File: src/rtl/inta_sequencer.sv
// Interrupt acknowledge sequencer: turns the PIC INT request into a NINTA pulse train and
// hands the captured vector to the core. Define INTA_MODE_8080_EN for the 3-pulse 8080 mode.
module inta_sequencer #(
    parameter int PULSE_W     = 4,
    parameter int GAP_W       = 4,
    parameter int SYNC_STAGES = 2
) (
    input  logic        CLK,
    input  logic        NRESET,
    input  logic        INT,
    input  logic        IEN,
    input  logic [7:0]  D,
    output logic        NINTA,
`ifdef INTA_MODE_8080_EN
    output logic [15:0] VECTOR,
`else
    output logic [7:0]  VECTOR,
`endif
    output logic        VEC_VALID,
    input  logic        VEC_ACK,
    output logic        BUSY
);

    typedef enum logic [2:0] {
        S_IDLE,
        S_P1,
        S_G1,
        S_P2,
        S_G2,
        S_P3,
        S_DONE
    } state_t;

    localparam logic [7:0] PULSE_LOAD  = 8'(PULSE_W - 1);
    localparam logic [7:0] GAP_LOAD    = 8'(GAP_W - 1);
    localparam logic [7:0] CALL_OPCODE = 8'hCD;

    state_t                 state;
    logic [7:0]             count;
    logic [SYNC_STAGES-1:0] sync;
    logic                   int_s;

    assign int_s = sync[SYNC_STAGES-1];

    // NOTE: every output is assigned the value it must hold in the *next* state, so the
    // pins come straight from flops and NINTA cannot glitch; all updates are non-blocking.
    always_ff @(posedge CLK) begin
        if (!NRESET) begin
            // NOTE: VECTOR is a datapath register but is still cleared, so a reset
            // mid-sequence can never leave a half-captured vector visible to the core.
            state     <= S_IDLE;
            count     <= 8'd0;
            sync      <= '0;
            NINTA     <= 1'b1;
            VECTOR    <= '0;
            VEC_VALID <= 1'b0;
            BUSY      <= 1'b0;
        end else begin
            sync <= {sync[SYNC_STAGES-2:0], INT};

            // The DONE set below never coincides with this clear: DONE implies VEC_VALID=0.
            if (VEC_VALID && VEC_ACK) begin
                VEC_VALID <= 1'b0;
            end

            case (state)
                S_IDLE: begin
                    // VEC_VALID is the registered value, so an ACK this cycle delays start by one.
                    if (int_s && IEN && !VEC_VALID) begin
                        state <= S_P1;
                        count <= PULSE_LOAD;
                        NINTA <= 1'b0;
                        BUSY  <= 1'b1;
                    end
                end

                S_P1: begin
                    if (count == 8'd0) begin
`ifdef INTA_MODE_8080_EN
                        if (D != CALL_OPCODE) begin
                            state <= S_IDLE;
                            NINTA <= 1'b1;
                            BUSY  <= 1'b0;
                        end else begin
                            state <= S_G1;
                            count <= GAP_LOAD;
                            NINTA <= 1'b1;
                        end
`else
                        state <= S_G1;
                        count <= GAP_LOAD;
                        NINTA <= 1'b1;
`endif
                    end else begin
                        count <= count - 8'd1;
                    end
                end

                S_G1: begin
                    if (count == 8'd0) begin
                        state <= S_P2;
                        count <= PULSE_LOAD;
                        NINTA <= 1'b0;
                    end else begin
                        count <= count - 8'd1;
                    end
                end

                S_P2: begin
                    if (count == 8'd0) begin
`ifdef INTA_MODE_8080_EN
                        VECTOR[7:0] <= D;
                        state       <= S_G2;
                        count       <= GAP_LOAD;
`else
                        VECTOR      <= D;
                        state       <= S_DONE;
`endif
                        NINTA <= 1'b1;
                    end else begin
                        count <= count - 8'd1;
                    end
                end

`ifdef INTA_MODE_8080_EN
                S_G2: begin
                    if (count == 8'd0) begin
                        state <= S_P3;
                        count <= PULSE_LOAD;
                        NINTA <= 1'b0;
                    end else begin
                        count <= count - 8'd1;
                    end
                end

                S_P3: begin
                    if (count == 8'd0) begin
                        VECTOR[15:8] <= D;
                        state        <= S_DONE;
                        NINTA        <= 1'b1;
                    end else begin
                        count <= count - 8'd1;
                    end
                end
`endif

                S_DONE: begin
                    VEC_VALID <= 1'b1;
                    state     <= S_IDLE;
                    BUSY      <= 1'b0;
                end

                default: begin
                    state <= S_IDLE;
                    count <= 8'd0;
                    NINTA <= 1'b1;
                    BUSY  <= 1'b0;
                end
            endcase
        end
    end

endmodule

File: config.mk
export PLATFORM = sky130hd
export DESIGN_NAME = inta_sequencer
export DESIGN_NICKNAME = d
export VERILOG_FILES = /design/src/rtl/inta_sequencer.sv
export SDC_FILE = /design/constraint.sdc
export NUM_CORES = 1
export LEC_CHECK = 0
export ABC_AREA = 1
export BUFFER_PORTS_ARGS = -buffer_cell sky130_fd_sc_hd__buf_2
export CORE_MARGIN = 2
export CORE_UTILIZATION = 52
export DETAILED_ROUTE_END_ITERATION = 7
export GPL_ROUTABILITY_DRIVEN = 1
export GPL_TIMING_DRIVEN = 0
export PLACE_DENSITY = 0.84
export SYNTH_ARGS = -nofsm -noshare
export SYNTH_HDL_FRONTEND = slang
export SYNTH_SLANG_ARGS = --single-unit
File: constraint.sdc
create_clock -name CLK -period 1.6 [get_ports CLK]
set_input_delay 0.08 -clock CLK [delete_from_list [all_inputs] [get_ports CLK]]
set_output_delay 0.08 -clock CLK [all_outputs]
set_load 0.03 [all_outputs]
# Word level (Yosys, flattened, before mapping)
# Cells that the tools add are included.
# word_totals
input_bits,13
output_inout_bits,11
ram_bits,0
regBits,24
wordCells,52
latch_bits,0
rom_bits,0
mem_count,0
# classes
n_eq_ne,10
n_lt_le_gt_ge,0
n_mux,17
n_mul,0
n_shift,0
reduce_logical,15
div_mod_pow,0
bitwise_logic,2
n_addsub,1
# op_table
op,n
one-hot mux 8 bit (4 select lines),1
two-way mux 8 bit,3
two-way mux 3 bit,4
one-hot mux 3 bit (4 select lines),1
"inequality test 2 bit, second input constant",5
logical NOT 8 bit,1
AND reduction 4 bit,2
"subtractor 8 x 1 -> 8 bit, second input constant",1
"== test 3 x 2 -> 1 bit, second input constant",2
two-way mux 1 bit,6
one-hot mux 1 bit (4 select lines),1
AND reduction 2 bit,2
OR reduction 2 bit,2
"== test 3 x 1 -> 1 bit, second input constant",1
"== test 3 bit, second input constant",1
logical AND 1 bit,3
logical NOT 3 bit,1
AND reduction 3 bit,1
OR reduction 3 bit,1
"inequality test 2 x 1 -> 1 bit, second input constant",1
NOT 1 bit,2
one-hot mux 1 bit (2 select lines),1
nonzero test 2 bit,1
logical NOT 1 bit,1

# Logic depth before layout (Yosys ltp)
# Gate-level depths: netlist of the first run.
# depth
word_depth,4
depth_mapped,11
ltp_nobuf,11

# Worst setup path before layout of the first run
# OpenSTA, ideal clock, no wires.
# synth_timing
path_type,register to register
from,reg count[0]
to,reg count[5]
synth_period_minus_slack_ns,1.425
arrival_ns,1.313
stages_incl_launch_ff,11
setup_ns,0.111
required_ns,1.489
path_slack_ns,0.175
n_path_buf,1
path_cell_list,dfxtp_1 -> inv_1 -> ha_1 -> nand3_1 -> nor2_2 -> nand2_2 -> buf_4 -> nand3_1 -> nor2_1 -> nor2_1 -> nor2_1
# synth_via
elab_chain_len,3
word_cells_on_any_way,7
cone_classes,add/sub (1); eq/ne (1); mux (3); reduce/logical (2)
# synth_rtl
item,line_no,source
from (decl),39,logic [7:0] count;
from (signal assigned),95,count <= count - 8'd1;
from (signal assigned),105,count <= count - 8'd1;
from (signal assigned),121,count <= count - 8'd1;
subtractor 8 x 1 -> 8 bit or logical NOT 8 bit (tied branches),n/a,
two-way mux 8 bit (tied with other cells),110,if (count == 8'd0) begin
one-hot mux 8 bit (4 select lines) or AND reduction 3 bit (tied branches),n/a,
# Parallel ways exist; a longest one is shown, timed or not. The select of a mux whose other input is x is not followed.
# A chain may end at the register's enable or synchronous reset.

# Final worst setup path of the first run
# Same ends and word-level chain as after synthesis.

==> results by group, run 1 <==
Floorplanning
  – Starting Density: 0.537
  – Die ar.: between 0.002 and 0.003 sq mm
  – Top Ports: 24
  – Site row count: 17
  – Die Ht: 51.4 um
  – Die W: around 50 um
  – Core Area: 0.00217 sq mm

Critical path
  – CP arrival: between 1.5 and 2 ns
  – Critical path fanouts, max: 10
  – Setup crit start kind: flip-flop
  – RR Endpoint: count[5]
  – RR Startpoint: count[0]
  – R2R depth: 10
  – CP Class: flip-flop to flip-flop
  – Worst Setup End Kind: flip-flop
  – Crit. Startpoint: count[0]
  – Worst endpoint required time: between 1.5 and 2 ns
  – Worst reg2reg setup slack: between 0.1 and 0.15 ns

Global route
  – First-pass GRT wire length: about 4.3 mm
  – Initial antenna violation count: 0
  – Number of global-route vias before repair: ~1.1k
  – Largest net degree at the start of global routing: 14
  – Grt ovf: 0
  – GRT Total Usage: 0.216

Clock network
  – Num Clock Sinks: 24
  – Clock root buffer: clkbuf_4
  – Max Root-Sink Buffers: 2
  – Clock slew at reported path FFs: 0.13 ns
  – Setup Buffers After CTS: 0
  – Clock Latency Late Sink: just over 0.3 ns
  – CTS buffer count: 3
  – CTS tree: done
  – H-tree depth: 1

STA
  – Sum Neg Setup Slack: 0 ns
  – Min cycle time layout: around 1.5 ns
  – RSZ-0062 raised after global routing: false
  – Final worst path period share: 0.926
  – FMAX: approximately 670 MHz
  – Slew at the pin closest to its max-slew limit: around 0.32 ns
  – Clock Skew: 0.00426 ns
  – Slew headroom: 0.785
  – Worst Setup Slack, final: 0.118 ns
  – Final Hold Fails: 0
  – Final Max Slew Viols: 0
  – Final number of setup-violating endpoints: 0

Placement
  – Dpl cell area: approximately 0.0013 sq mm
  – # placed instances: about 220
  – Gp weighted congestion: 0.906
  – Final HPWL DP: between 1.5 and 2 mm
  – Port bufs: 23
  – Pre-CTS setup slack: -0.0290 ns

Synth
  – Sequential-to-total area share from yosys stat: 0.412
  – Asr flop ratio synth: 0
  – Mapped Cells: 172
  – Yosys top cell area share: 0.412
  – Synthesized cell area: 0.00117 sq mm
  – Yosys cell types: 24
  – Syn. warnings: 0
  – Seq cells post-synth: 24
  – Syn nets: between 150 and 200
  – Most frequent cells after synthesis: nand2_1 (38), nor2_1 (32), dfxtp_1 (24)
  – Most area-consuming cells after synthesis: dfxtp_1 (41%), nand2_1 (12%), nor2_1 (10%)
  – EDFF count, synth: 0
  – Most frequent cell after synthesis: nand2_1
  – Synth area leader: dfxtp_1
  – Avg Inst Size Synth: just under 7 sq um
  – Main synth FF type: dfxtp_1

Detailed routing
  – Final ANT Viol Nets: 0
  – DR DRC count: 0
  – Via density: between 4 and 5
  – Via Count: approximately 1.1k
  – Avg WL per Cell: approximately 11 um
  – Initial DRT Pass Iterations: 4
  – Initial detailed-routing violation count: 34
  – Routed WL: between 2 and 2.5 mm

Finish
  – Area Growth Syn to Fin: 18.9%
  – Antenna Cells: 0
  – Final instance area: 0.00139 sq mm
  – Share of cells above drive strength 1: 0.255
  – Total Nets Final: about 220
  – Fin cells: ~230

Worst hold path
  – Hold Path End: VECTOR[3]
  – Hold WC Path Type: input port to flip-flop
  – Worst hold path depth: 3
  – Worst Min Path Start: D[3]

Pwr
  – Peak VDD IR: approximately 1.3 mV
  – Leakage: roughly 0.67 nW
  – Power Density: 2130 mW/mm^2

Flow run
  – Max-cap violations: 0

Status
  – Outcome: finished, final reports clean
-- cell usage in the layout (no fill, tap or decap), types with 2 or more instances in the layout --
cell,synthesis,final
nand2_1,38,38
nor2_1,32,32
nor2_4,1,2
nor2_2,5,4
inv_2,4,6
buf_2,0,23
a21oi_1,8,8
nand3_1,13,12
nand2_2,3,3
clkbuf_4,0,3
o21ai_0,12,12
dfxtp_1,24,23
nor3_1,2,2
inv_1,17,15
nand3_2,1,2
nand2_4,2,2
-- area by class of cell --
cell class | count | area (sq um)
timing repair buffer | 24 | 125
tap | 28 | 35.0
inverter | 22 | 87.6
fill | 199 | 783
sequential | 24 | 482
clock buffer | 4 | 36.3
buffer | 2 | 11.3
multi-input combinational | 124 | 609
-- sequential cells by signal, indices dropped and copies added, names as in the netlist --
signal,flops
BUSY,1
VECTOR,8
NINTA,1
VEC_VALID,1
state,3
count,8
sync,2
-- where the power goes --
group / internal (W) / switching, W
registers: 0.000758 / 0.000124
logic: 0.000592 / 0.00117
clock network: 0.000139 / 0.000177
-- how the worst max path moves through the flow --
stage / endpoint / slack (ns) / cells after the start
after CTS: count[5] / 0.01 / 10
after detailed placement: count[5] / -0.03 / 10
after global routing: count[5] / 0.02 / 10
after floorplan: count[5] / 0.18 / 10
after global placement: count[5] / 0.02 / 10
final: count[5] / 0.12 / 10
-- critical path, cell delays in order, from the launching register on --
cell and delay, ns:
dfxtp_2 0.35, inv_2 0.09, ha_4 0.17, nand3_2 0.10, nor2_4 0.15, nand2_2 0.09
buf_4 0.17, nand3_1 0.11, nor2_1 0.05, nor2_1 0.08, nor2_1 0.04
-- metrics by stage --
stage	power, W	util	hold slack (ns)
finish	0.00296	0.639	0.0144
global placement	0.00247	0.607	0.264
floorplan	0.00220	-	0.178
detailed placement	0.00253	0.607	0.270
CTS	0.00286	0.629	0.00314
global route	0.00323	0.639	0.0205
-- logic make-up (layout without fill, tap and decap cells) --
family	count (synthesis)	count (layout)	share of synthesized area
compound gates	24	24	0.108
fa+ha+maj	1	1	0.0107
buf+inv	24	52	0.0848
flops	24	24	0.412
simple gates	99	99	0.384
-- per-layer routing --
layer	global-route usage	up-vias	routed length, um
met5	0	-	0
met2	0.372	22	1250
met4	0.123	0	31
met3	0.0409	4	86
met1	0.249	510	1080
li1	-	595	-
-- what timing repair did --
action                     CTS  global route
hold endpoints to repair     1             0
hold buffers                 1             0
setup endpoints to repair    4            14
gates resized for setup      1             6
pin swaps                    1             1
Power figures use the tool's default switching activity.
==> run 2, diff against run 1 <==
- CORE_ASPECT_RATIO: default -> 0.7
==> run 2 against run 1 <==
Die area up 0.23%. Clock-buffer cell count is the same. Flip-flop and latch count is the same. Wire length rose by 3.2%. Global-route usage is 0.73 points lower. Critical endpoint unchanged. Highest routed layer unchanged.
==> results by group, run 2 (same netlist as run 1, synthesis figures left out) <==
Clock network
  – Clock slew at reported path FFs: 0.13 ns (about the same)
  – Max Root-Sink Buffers: 2 (unchanged)
  – CTS buffer count: 3 (unchanged)
  – Clock Latency Late Sink: 0.32 ns (about the same)
  – CTS tree: done
  – Clock root buffer: clkbuf_4
  – Num Clock Sinks: 24 (unchanged)
  – H-tree depth: 1 (unchanged)

Finish
  – Area Growth Syn to Fin: 19.4%
  – Filler cells: 198 (-0.50%)
  – Biggest regs: VECTOR x8, count x8, state x3
  – Area of the multi-input gates: 604 sq um (-0.82%)
  – Storage cell area: 480 sq um (-0.26%)
  – Most common cell after layout, fill and taps aside: nand2_1
  – Fin cells: 233 (+2.2%)
  – Antenna Cells: 0 (unchanged)
  – Share of cells above drive strength 1: 0.244 (-0.0112)
  – Total Nets Final: 216 (+0.47%)
  – Commonest non-fill, non-tap cells in the layout: nand2_1 (38), nor2_1 (32), dfxtp_1 (24), buf_2 (23), inv_1 (16)
  – Final instance area: 0.00139 sq mm (+0.45%)

Placement
  – Gp weighted congestion: 0.905 (-0.11%)
  – # placed instances: 227 (+1.8%)
  – Dpl cell area: 0.00132 sq mm (+0.38%)
  – Pre-CTS setup slack: 0.0138 ns (+0.0428 ns)
  – Final HPWL DP: 1.89 mm (-1.9%)
  – Port bufs: 23 (unchanged)

Critical path
  – CP max stage delay: 0.34 ns (about the same)
  – Critical-path cell list: inv_1 -> ha_4 -> nand3_1 -> nor2_4 -> nand2_2 -> buf_4 -> nand3_1 -> nor2_1 -> nor2_1 -> nor2_1
  – Critical path's slowest cell: dfxtp_1
  – CP arrival: 1.69 ns (-0.02 ns)
  – CP dominant cell by count: nor2_1
  – CP Class: flip-flop to flip-flop
  – Critical path fanouts, max: 10 (unchanged)
  – Worst Setup End Kind: flip-flop
  – Setup crit start kind: flip-flop
  – Worst endpoint required time: 1.83 ns (about the same)

Status
  – Outcome: finished, final reports clean

STA
  – Final Max Slew Viols: 0 (unchanged)
  – Final Hold Fails: 0 (unchanged)
  – Slew headroom: 0.765 (-0.0201)
  – Min cycle time layout: 1.46 ns (-0.0182 ns)
  – Slew at the pin closest to its max-slew limit: 0.352 ns (+0.0302 ns)
  – FMAX: 683 MHz (+1.2%)
  – Clock Skew: 0.00350 ns (-0.000756 ns)
  – Sum Neg Setup Slack: 0 ns (unchanged)
  – Final number of setup-violating endpoints: 0 (unchanged)
  – Worst Hold Slack: 0.00197 ns (-0.0125 ns)
  – Worst Setup Slack, final: 0.136 ns (+0.0182 ns)
  – Final worst path period share: 0.915 (-0.0114)

Detailed routing
  – Initial DRT Pass Iterations: 4 (unchanged)
  – Avg WL per Cell: 10.8 um (+0.98%)
  – Via density: 4.92 (-0.76%)
  – DR DRC count: 0 (unchanged)
  – Final ANT Viol Nets: 0 (unchanged)
  – Via Count: 1147 (+1.4%)
  – Routed WL: 2.52 mm (+3.2%)
  – Initial detailed-routing violation count: 40 (+18%)

Flow run
  – Max-cap violations: 0 (unchanged)

Floorplanning
  – Core Area: 0.00214 sq mm (-1.5%)
  – Die Ht: 43.6 um (-15%)
  – Site row count: 14 (-3)
  – Die W: 60.6 um (+18%)
  – Top Ports: 24 (unchanged)
  – Die ar.: 0.00264 sq mm (+0.23%)
  – Starting Density: 0.546 (+0.00818)

Pwr
  – Peak VDD IR: 1.23 mV (-6.5%)
  – Leakage: 0.675 nW (+0.14%)
  – Power Density: 2160 mW/mm^2 (+1.4%)

Global route
  – GRT Total Usage: 0.209 (-0.00725)
  – Number of global-route vias before repair: 990 (-10%)
  – First-pass GRT wire length: 4.07 mm (-5.4%)
  – Largest net degree at the start of global routing: 14 (unchanged)
  – Initial antenna violation count: 0 (unchanged)
  – Grt ovf: 0 (unchanged)

Worst hold path
  – Hold WC Path Type: input port to flip-flop
run 2: final timing paths:
kind / startpoint / end / slack (ns) / cells after the start
worst max-delay path: count[1] / count[5] / 0.14 / 10
worst min-delay path: D[5] / VECTOR[5] / 0.002 / 3
worst max register to register: count[1] / count[5] / 0.14 / 10
worst min register to register: sync[0] / sync[1] / 0.43 / 2
run 2: layout make-up:
cell class,count,area share
multi-input cells,124,0.434
flip-flops and latches,24,0.345
repair buffers,25,0.0952
inverters,22,0.0629
well taps,32,0.0288
clock buffers,4,0.0261
plain buffers,2,0.00809
run 2: power breakdown:
group	internal [W]	switching [W]	leakage, nW
combinational	0.000620	0.00120	0.458
sequential	0.000755	0.000123	0.196
clock	0.000139	0.000179	0.0210
total	0.00151	0.00150	0.675
run 2: layer usage:
layer	up-vias	share of wire	global-route usage
met4	0	0.012	0.0652
met1	500	0.46	0.265
met5	-	0	0
li1	600	-	-
met3	4	0.073	0.0716
met2	43	0.45	0.335
run 2: what timing repair did:
action / in CTS / in global routing
gates resized for setup: 1 / 3
pin swaps: 0 / 1
endpoints found under the hold margin: 1 / 0
buffers inserted: 0 / 1
setup endpoints to repair: 1 / 13
hold buffers: 1 / 0
run 2: worst max-delay path: cells and delay by family, from the launching register on:
kind	cells	cell delay, ns
flip-flops	1	0.34
AND/OR/NAND/NOR	7	0.61
buffers and inverters	2	0.27
adder cells (fa/ha/maj)	1	0.16
run 2: through the flow:
stage | utilization | power [W]
5_1_grt | 0.652 | 0.00331
6_report | 0.652 | 0.00301
2_1_floorplan | - | 0.00220
4_1_cts | 0.641 | 0.00285
3_3_place_gp | 0.618 | 0.00246
3_5_place_dp | 0.618 | 0.00252
==> run 3, diff against run 2 <==
- REMOVE_ABC_BUFFERS: default -> 1
==> run 3 against run 2 <==
Worst hold slack worse by 0.0032 ns. Worst setup slack worse by 0.10 ns. Clock skew is 0.00057 ns lower. The flow now finishes with violations (negative hold slack). Largest power group unchanged. Global-route usage is 1.7 points higher. Critical path depth stayed put. Sequential share of layout area is 0.67 points lower.
==> results by group, run 3 (same netlist as run 1, synthesis figures left out) <==
Finish
  – Filler cells: 187 (-5.6%)
  – Final instance area: 0.00142 sq mm (+2.0%)
  – Total Nets Final: 216 (unchanged)
  – Fin util: 0.665 (+0.0129)
  – Antenna Cells: 0 (unchanged)
  – Biggest regs: VECTOR x8, count x8, state x3
  – Most common cell after layout, fill and taps aside: nand2_1
  – Area Growth Syn to Fin: 21.8%
  – Share of cells above drive strength 1: 0.244 (unchanged)
  – Commonest non-fill, non-tap cells in the layout: nand2_1 (38), nor2_1 (32), dfxtp_1 (24), buf_2 (23), inv_1 (16)

Floorplanning
  – Die W: 60.6 um (unchanged)
  – Top Ports: 24 (unchanged)
  – Site row count: 14 (unchanged)
  – Die Ht: 43.6 um (unchanged)
  – Die ar.: 0.00264 sq mm (unchanged)
  – Starting Density: 0.546 (unchanged)
  – Core Area: 0.00214 sq mm (unchanged)

STA
  – Sum Neg Setup Slack: 0 ns (unchanged)
  – Clock Skew: 0.00293 ns (-0.000569 ns)
  – Final worst path period share: 0.979 (+0.0641)
  – Final Max Slew Viols: 0 (unchanged)
  – Min cycle time layout: 1.57 ns (+0.103 ns)
  – Final number of setup-violating endpoints: 0 (unchanged)
  – FMAX: 638 MHz (-6.5%)
  – Final Hold Fails: 1 (+1)
  – Slew headroom: 0.780 (+0.0152)
  – Worst Hold Slack: -0.00120 ns (-0.00317 ns)
  – Slew at the pin closest to its max-slew limit: 0.329 ns (-0.0232 ns)

Clock network
  – Clock Latency Late Sink: 0.32 ns (about the same)
  – H-tree depth: 1 (unchanged)
  – CTS buffer count: 3 (unchanged)
  – Clock slew at reported path FFs: 0.14 ns (about the same)
  – CTS tree: done
  – Num Clock Sinks: 24 (unchanged)
  – Clock root buffer: clkbuf_4
  – Max Root-Sink Buffers: 2 (unchanged)

Critical path
  – CP max stage delay: 0.36 ns (+0.02 ns)
  – Setup crit start kind: flip-flop
  – Worst Setup End Kind: flip-flop
  – CP arrival: 1.79 ns (+0.10 ns)
  – Critical-path cell list: inv_1 -> ha_4 -> nand3_1 -> nor2_4 -> buf_4 -> buf_4 -> a21oi_1 -> nand2_1 -> nand2_1 -> a21oi_1
  – R2R depth: 10 (unchanged)
  – CP Class: flip-flop to flip-flop
  – Critical path's slowest cell: dfxtp_1
  – Worst endpoint required time: 1.82 ns (about the same)
  – Critical path fanouts, max: 5 (-5)

Detailed routing
  – Initial detailed-routing violation count: 81 (+100%)
  – Final ANT Viol Nets: 0 (unchanged)
  – Routed WL: 2.69 mm (+6.7%)
  – Via Count: 1188 (+3.6%)
  – DR DRC count: 0 (unchanged)
  – Avg WL per Cell: 11.6 um (+6.7%)
  – Initial DRT Pass Iterations: 4 (unchanged)
  – Via density: 5.10 (+3.6%)

Global route
  – Number of global-route vias before repair: 1068 (+7.9%)
  – GRT Total Usage: 0.226 (+0.0174)
  – Largest net degree at the start of global routing: 17 (+3)
  – Grt ovf: 0 (unchanged)
  – First-pass GRT wire length: 4.49 mm (+10%)
  – Initial antenna violation count: 0 (unchanged)

Worst hold path
  – Hold WC Path Type: input port to flip-flop
  – Worst hold path depth: 3 (unchanged)

Pwr
  – Peak VDD IR: 1.02 mV (-17%)
  – Power Density: 2290 mW/mm^2 (+5.8%)
  – Leakage: 0.695 nW (+3.0%)

Status
  – Failing checks: negative hold slack
  – Outcome: finished, violations left

Placement
  – Final HPWL DP: 1.91 mm (+0.87%)
  – Gp weighted congestion: 0.831 (-8.2%)
  – Dpl cell area: 0.00131 sq mm (-0.85%)
  – Port bufs: 23 (unchanged)

Flow run
  – Max-cap violations: 0 (unchanged)
run 3: cell types whose count changed in the layout (fill, tap and decap cells not counted), sizes merged:
| cell | before | now |
|---|---|---|
| bufinv | 0 | 1 |
| clkbuf | 5 | 3 |
| dlygate4sd3 | 1 | 2 |
run 3: worst max-delay path, delay by kind of cell, from the launching register on:
| family | cells | cell delay [ns] |
|---|---|---|
| AO/OA/AOI/OAI | 2 | 0.25 |
| adder cells (fa/ha/maj) | 1 | 0.18 |
| buffers and inverters | 3 | 0.33 |
| flip-flops | 1 | 0.36 |
| AND/OR/NAND/NOR | 4 | 0.34 |
run 3: cell type report:
class | instances | area [sq um] | area share
Inverter | 22 | 87.6 | 0.0617
Timing Repair Buffer | 27 | 150 | 0.106
Clock inverter | 1 | 30.0 | 0.0211
Tap cell | 32 | 40.0 | 0.0282
Sequential cell | 24 | 480 | 0.338
Clock buffer | 3 | 22.5 | 0.0159
Multi-Input combinational cell | 124 | 609 | 0.429
run 3: worst paths after layout:
path	slack, ns	endpoint	startpoint
setup / recovery	0.03	count[1]	count[1]
hold reg to reg	0.43	sync[1]	sync[0]
setup reg to reg	0.03	count[1]	count[1]
hold / removal	-0.001	VECTOR[0]	D[0]
run 3: per-layer routing:
layer | up-vias | routed length [um] | GRT usage
met5 | - | 0 | 0
met2 | 57 | 1220 | 0.381
li1 | 603 | - | -
met4 | 0 | 62 | 0.0609
met1 | 518 | 1210 | 0.284
met3 | 10 | 207 | 0.0657
run 3: metrics by stage:
| stage | power (W) | worst slack, ns | instances |
|---|---|---|---|
| floorplan | 0.00220 | 0.183 | 170 |
| global placement | 0.00245 | -0.00446 | 225 |
| detailed placement | 0.00252 | -0.0503 | 225 |
| CTS | 0.00304 | 0.0266 | 231 |
| global route | 0.00351 | -0.0144 | 233 |
| finish | 0.00325 | 0.0334 | 233 |
run 3: timing repair:
item,4_1_cts,5_1_grt
cloned,0,0
hold buffers,2,0
setup endpoints to repair,8,6
hold endpoints to repair,2,0
resized for setup,3,2
pin swaps,0,1
buffers inserted,0,2
run 3: report_power, final:
| part | internal (W) | switching, W | leakage [nW] |
|---|---|---|---|
| registers | 0.000755 | 0.000130 | 0.196 |
| logic | 0.000667 | 0.00126 | 0.472 |
| clock network | 0.000253 | 0.000192 | 0.0279 |
